===== src/rtl/muldiv_ctrl.sv =====
// rtl/muldiv_ctrl.sv - HI/LO multiply/divide sequencer with cancel and stall control
module muldiv_ctrl #(
    parameter int DIV_ITERS = 32
) (
    input  logic        clk,
    input  logic        rst,
    input  logic        op_valid,
    input  logic [2:0]  op,
    input  logic [31:0] src_a,
    input  logic [31:0] src_b,
    input  logic        cancel,
    output logic        stall,
    output logic        done,
    output logic [31:0] hi,
    output logic [31:0] lo
);
    typedef enum logic [2:0] {IDLE, MUL, DIV, FIX, DONE} state_t;

    localparam logic [2:0] OP_MTHI   = 3'b100;
    localparam logic [2:0] OP_MTLO   = 3'b101;
    localparam logic [5:0] LAST_ITER = 6'(DIV_ITERS - 1);

    state_t      state, stateNext;
    logic [31:0] aReg, bReg, remReg, resHi, resLo;
    logic [5:0]  count;
    logic        isSigned, negQ, negR;

    logic        accept, isMul, isDiv, signedOp;
    logic [31:0] absA, absB, diff;
    logic [32:0] shifted;
    logic        fits;
    logic [63:0] mulA, mulB, product;

    assign accept   = (state == IDLE) && op_valid && !cancel;
    assign isMul    = (op[2:1] == 2'b00);
    assign isDiv    = (op[2:1] == 2'b01);
    assign signedOp = ~op[0];
    assign absA     = (signedOp && src_a[31]) ? -src_a : src_a;
    assign absB     = (signedOp && src_b[31]) ? -src_b : src_b;

    // aReg carries the quotient during divide; remReg:aReg shift left as one pair.
    assign shifted  = {remReg, aReg[31]};
    assign fits     = shifted >= {1'b0, bReg};
    assign diff     = shifted[31:0] - bReg;

    assign mulA     = isSigned ? {{32{aReg[31]}}, aReg} : {32'b0, aReg};
    assign mulB     = isSigned ? {{32{bReg[31]}}, bReg} : {32'b0, bReg};
    assign product  = mulA * mulB;

    always_comb begin
        stateNext = state;
        stall     = 1'b0;
        done      = 1'b0;
        case (state)
            IDLE: begin
                if (accept && isMul) begin
                    stall     = 1'b1;
                    stateNext = MUL;
                end else if (accept && isDiv) begin
                    stall     = 1'b1;
                    stateNext = (src_b == 32'b0) ? DONE : DIV;
                end
            end
            MUL: begin
                stall     = 1'b1;
                stateNext = DONE;
            end
            DIV: begin
                stall = 1'b1;
                if (count == LAST_ITER) stateNext = FIX;
            end
            FIX: begin
                stall     = 1'b1;
                stateNext = DONE;
            end
            DONE: begin
                done      = 1'b1;
                stateNext = IDLE;
            end
            default: stateNext = IDLE;
        endcase
        if (cancel) begin
            stateNext = IDLE;
            stall     = 1'b0;
            done      = 1'b0;
        end
    end

    always_ff @(posedge clk) begin
        if (rst) begin
            state    <= IDLE;
            hi       <= 32'b0;
            lo       <= 32'b0;
            count    <= 6'b0;
            aReg     <= 32'b0;
            bReg     <= 32'b0;
            remReg   <= 32'b0;
            resHi    <= 32'b0;
            resLo    <= 32'b0;
            isSigned <= 1'b0;
            negQ     <= 1'b0;
            negR     <= 1'b0;
        end else begin
            state <= stateNext;
            case (state)
                IDLE: begin
                    if (accept) begin
                        if (op == OP_MTHI) hi <= src_a;
                        if (op == OP_MTLO) lo <= src_a;
                        isSigned <= signedOp;
                        count    <= 6'b0;
                        remReg   <= 32'b0;
                        if (isMul) begin
                            aReg <= src_a;
                            bReg <= src_b;
                        end else if (isDiv) begin
                            aReg <= absA;
                            bReg <= absB;
                            negQ <= signedOp && (src_a[31] ^ src_b[31]);
                            negR <= signedOp && src_a[31];
                            if (src_b == 32'b0) begin
                                resHi <= src_a;
                                resLo <= '1;
                            end
                        end
                    end
                end
                MUL: {resHi, resLo} <= product;
                DIV: begin
                    count  <= count + 6'd1;
                    aReg   <= {aReg[30:0], fits};
                    remReg <= fits ? diff : shifted[31:0];
                end
                FIX: begin
                    resLo <= negQ ? -aReg : aReg;
                    resHi <= negR ? -remReg : remReg;
                end
                DONE: begin
                    if (!cancel) begin
                        hi <= resHi;
                        lo <= resLo;
                    end
                end
                default: ;
            endcase
            if (cancel && state != IDLE) count <= 6'b0;
        end
    end
endmodule


===== config.mk =====
export PLATFORM = sky130hd
export DESIGN_NAME = muldiv_ctrl
export DESIGN_NICKNAME = d
export VERILOG_FILES = /design/src/rtl/muldiv_ctrl.sv
export SDC_FILE = /design/constraint.sdc
export NUM_CORES = 2
export LEC_CHECK = 0
export ABC_AREA = 1
export ABC_CLOCK_PERIOD_IN_PS = 8650
export BUFFER_PORTS_ARGS = -buffer_cell sky130_fd_sc_hd__buf_4
export CORE_ASPECT_RATIO = 0.75
export CORE_UTILIZATION = 30
export CTS_CLUSTER_DIAMETER = 60
export CTS_CLUSTER_SIZE = 12
export DETAILED_ROUTE_END_ITERATION = 10
export PLACE_DENSITY = 0.54
export SYNTH_ARGS = -nofsm -noshare
export SYNTH_HDL_FRONTEND = slang
export SYNTH_SLANG_ARGS = --single-unit

===== constraint.sdc =====
create_clock -name clk -period 8.65 [get_ports clk]
set_clock_uncertainty 0.05 [all_clocks]
set_input_delay 1.73 -clock clk [delete_from_list [all_inputs] [get_ports clk]]
set_output_delay 1.73 -clock clk [all_outputs]
set_load 0.01 [all_outputs]

Word-level counts from Yosys, hierarchy flattened
Index checks and enable logic that the tools add are counted.

Bits in registers: 236. Word-level logic and storage cells: 117.

$lt $le $gt $ge: 1. $mul: 1. Add/sub/neg operators: 6. Eq/ne operators: 18. Reduce and logical (&&, ||, !) cells: 30. Multiplexer cells: 46. Bitwise logic cells: 3.

Operator list (count): 32-bit 2-to-1 mux (25); 32-bit case mux with 2 select lines (4); 32-bit case mux with 3 select lines (2); 64-bit 2-to-1 mux (2); 32-bit negator (4); 64-bit by 64-bit multiplier with 64-bit output (1); 33-bit by 32-bit >= comparator with 1-bit output (1); 32-bit zero test (1); 32-bit subtractor (1); 3-bit 2-to-1 mux (4); 6-bit case mux with 2 select lines (1); 4-bit AND reduction (3); 2-bit != test (second input constant) (5); 3-bit == test (second input constant) (3); 3-bit case mux with 3 select lines (1); 1-bit logical AND (8); 6-bit by 1-bit adder with 6-bit output (second input constant) (1); 3-bit by 2-bit == test with 1-bit output (second input constant) (2); 6-bit by 5-bit == test with 1-bit output (second input constant) (1); 6-bit 2-to-1 mux (1); 2-bit by 1-bit != test with 1-bit output (second input constant) (3); 2-bit AND reduction (3); 3-bit AND reduction (2); 2-bit nonzero test (3); other kinds (15) (23).

Logic depth before layout (Yosys ltp)
Word-level depth: 8. Gate-level depth with buffers: 40.

Least setup slack after synthesis
No wires, ideal clock.

Path type: reg-to-reg. Start point: reg aReg[31]. End point: reg resHi[31]. Slack: -91 ps. Cell stages (with the launch flop): 33. Data arrival time: 8621 ps. Period minus slack after synthesis: 8741 ps. Cells stage by stage: dfxtp_1 buf_2 nand2_1 clkbuf_1 nor2_1 fa_1 inv_1 fa_1 inv_1 fa_1 inv_1 fa_1 inv_1 fa_1 fa_1 fa_1 inv_1 fa_1 inv_1 fa_1 inv_1 fa_1 inv_1 ha_1 nand2_1 nor3_1 nand2_1 nor2_1 and3_1 a21oi_1 nand3_1 nand3_1 a21oi_1.

Word-level cells in the longest chain between the ends: 3.

RTL lines: from (decl) (RTL line 24) `logic [31:0] aReg, bReg, remReg, resHi, resLo;`; from (signal assigned) (RTL line 114) `aReg <= src_a;`; from (signal assigned) (RTL line 117) `aReg <= absA;`; from (signal assigned) (RTL line 131) `aReg <= {aReg[30:0], fits};`; 64-bit 2-to-1 mux (RTL line 46) `assign mulA = isSigned ? {{32{aReg[31]}}, aReg} : {32'b0, aReg};`; 64-bit by 64-bit multiplier with 64-bit output (RTL line 48) `assign product = mulA * mulB;`; 32-bit case mux with 3 select lines (RTL line 105) `case (state)`; to (signal assigned) (RTL line 122) `resHi <= src_a;`; to (signal assigned) (RTL line 128) `MUL: {resHi, resLo} <= product;`; to (signal assigned) (RTL line 136) `resHi <= negR ? -remReg : remReg;`; to (decl) (RTL line 24).

Every way passes these cells. A chain may end at the register's enable or synchronous reset.

Worst setup path after layout
Start point: reg isSigned. End point: reg resHi[26].

Word-level cells in the longest chain between the ends: 3. Elaborated cells on any way between the ends: 4. Those cells by class: mul (1); mux (3).

RTL lines: from (decl) (RTL line 26) `logic isSigned, negQ, negR;`; from (signal assigned) (RTL line 110) `isSigned <= signedOp;`; 64-bit 2-to-1 mux (on tied branches) (RTL line 46, 47); 64-bit by 64-bit multiplier with 64-bit output (*) (RTL line 48); 32-bit case mux with 3 select lines (*) (RTL line 105).

Every way passes the cells marked *; elsewhere a longest branch is shown, timed or not.

==> key figures <==
Route
  • Drt wl/cell: 24.5 µm
  • TritonRoute pass-1 iters: 6
  • Met2 WL: 113000 µm
  • ANT nets after route: 0
  • DRC: 0
  • Top Metal Used: met5
  • Via Count: 58.8k
  • Metal-1 WL: 140000 µm
  • Mean number of vias per cell: 4.89
  • Initial DRC count: 6489
  • WL final: 295000 µm
  • Wire length on met3: 34700 µm

Critical path
  • CP endpoint kind: register
  • Crit-path max FO: 8
  • Worst path arrival time: a little over 9 ns
  • Max incr delay on CP: 0.60 ns
  • CP startpoint kind: register
  • Crit path top cell by count: fa_1
  • Crit-path slowest cell: fa_1
  • CP Data Required Time: 9.12 ns
  • Kind of critical path: reg2reg

Timing
  • Achievable Freq: between 0.1 and 0.15 GHz
  • Final hold violation count: 0
  • Fin crit period: 8.60 ns
  • Worst Max-Slew Pin Slew: between 1 and 1.5 ns
  • Slew Limit Fails: 0
  • Slew headroom: around 28%
  • Fin crit share: 99.4%
  • Final setup fails: 0
  • Unrepaired setup endpoints after global routing: true

CTS
  • CTS Buf Count: 34
  • H-tree levels: 2
  • Longest Clk Path Bufs: 3
  • Clk slew on worst S/H paths: 0.07 ns
  • CTS root buffer: clkbuf_16
  • CTS tree: done
  • Later-pin clock latency in the skew report: ~0.60 ns
  • CTS Sinks: 236

Floorplanning
  • FP Rows: 147
  • Initial cell density of the core: 30.3%
  • I/O pin cnt: 137
  • Std-Cell Core Area: 0.215 mm²
  • Die Wd: 540 µm
  • Die H: 405 µm
  • Die ar.: 0.219 mm²

Power and ir drop
  • Pwr/cell area: 57.3 mW/mm²
  • Total Power: 0.00455 W
  • VDD IR max: 124 µV
  • Static leakage: 43.0 nW

Placement
  • Port buffer count: roughly 140
  • Routability Congestion: 1.01
  • Placed cell area: 0.0754 mm²
  • Dpl hpwl: 253000 µm

Logic synthesis
  • Syn avg cell area: 7.63 µm²
  • Yosys top cell by area: fa_1
  • Top area cells in the synthesized netlist: fa_1 (44%), inv_1 (14%), nand2_1 (10%)
  • Number of distinct library cells after synthesis: 61
  • Async S/R FF share, synth: 0%
  • Post-synth EDFFs: 0
  • #FFs+latches synth: 236
  • Ys Warns: 0
  • Main synth FF type: dfxtp_1
  • Post-synthesis net count: 10.4k
  • Syn Inst Count: 8532
  • Post-synth top area share: approximately 44%
  • Post-Syn Area: 0.0651 mm²
  • Seq/Total Area, Yosys: about 7.3%

GRT
  • Global-route wire length before repair: 419000 µm
  • Initial antenna violation count: 14
  • Vias in the first global route: 59.0k
  • GR Util All Layers: approximately a quarter
  • Remaining global-route overflow: 0
  • Pin count of the biggest net entering global routing: 85

Layout
  • Synthesis-to-finish area growth: 22.1%
  • Share of cells above drive strength 1: a little under a fifth
  • Post-route cell area: around 0.080 mm²
  • Nets: 11.0k

Status
  • Outcome: finished, final reports clean

Hold path
  • Hold Path Class: reg2reg

Flow run
  • Max_cap viols: 0
kinds of logic after synthesis:
family / synth area share [%]
DFF: 7.26
AOI/OAI and AO/OA: 7.87
adders and majority gates: 50.3
buffers and inverters: 16.8
xor gates and xnor gates: 1.13
and+or+nand+nor: 16.6
layout by cell type (no fill, tap or decap), drive strengths merged, types with 117 or more instances in the layout:
cell type,n
inv,2503
nor2,425
nand2,1811
nand3,242
o21ai,350
fa,1420
a21oi,328
buf,980
a31oi,117
ha,346
dfxtp,236
flip-flops by register name (all words and copies together), names as in the netlist:
signal,count
negQ,1
isSigned,1
negR,1
resHi,32
bReg,32
resLo,32
remReg,32
hi,32
lo,32
count,6
aReg,32
state,3
worst paths after layout:
check	slack, ns	end	from	depth (start not counted)
max	0.05	resHi[26]	isSigned	33
min reg2reg	0.42	count[5]	count[5]	1
max reg2reg	0.05	resHi[26]	isSigned	33
min	0.42	count[5]	count[5]	1
area by class of cell:
type	count	area (µm²)
Antenna cell	9	22.5
Clock buffer	38	886
Clock inverter	17	208
Fill cell	22378	135000
Inverter	2500	9420
Multi-Input combinational cell	5414	51800
Sequential cell	236	4800
Tap cell	2831	3540
Timing Repair Buffer	981	8850
cells in the mapped netlist, types with 70 or more instances:
| library cell | number |
|---|---|
| dfxtp_1 | 236 |
| inv_1 | 2489 |
| o21ai_0 | 310 |
| nand3_1 | 237 |
| ha_1 | 346 |
| a31oi_1 | 116 |
| a21oi_1 | 326 |
| nor2_1 | 409 |
| nand2_1 | 1799 |
| fa_1 | 1420 |
| clkbuf_1 | 277 |
| buf_1 | 70 |
critical path: cells and delay by family (launching register included):
family                     cells  cell delay (ns)
adders and majority gates     11             5.44
AOI/OAI and AO/OA              6             0.94
buffers and inverters         12             1.25
DFF                            1             0.39
and+or+nand+nor                4             0.42
where the power goes:
group          switching, W  total [W]  internal, W  leakage [nW]
clock              0.000690    0.00149     0.000795         0.533
sequential        0.0000475    0.00116      0.00112          1.93
combinational       0.00125    0.00191     0.000659          40.5
per-stage QoR:
step	hold slack, ns	TNS (ns)	worst slack (ns)	std cells	utilization, %
after floorplan	0.381	0	0.0245	8532	-
after CTS	0.420	-0.0780	-0.0322	11980	35.9
after detailed placement	0.409	-9.54	-0.773	11917	35.1
final	0.415	0	0.0526	12026	37.0
after global placement	0.407	-9.09	-0.793	11917	35.1
after global routing	0.441	-1.13	-0.145	12019	37.0
timing repair:
action | CTS | global route
setup buffers | 8 | 40
pin swaps | 19 | 244
hold endpoints to repair | 0 | 0
gates resized for setup | 148 | 626
setup endpoints to repair | 35 | 45
hold buffers | 0 | 0
cloned | 1 | 1
layer usage:
layer,vias up,GRT usage [%]
li1,26083,-
met1,29597,41.0
met2,2818,35.7
met3,263,7.83
met4,10,5.31
met5,-,0.440
Note: power is estimated with default switching activity, not from simulation.
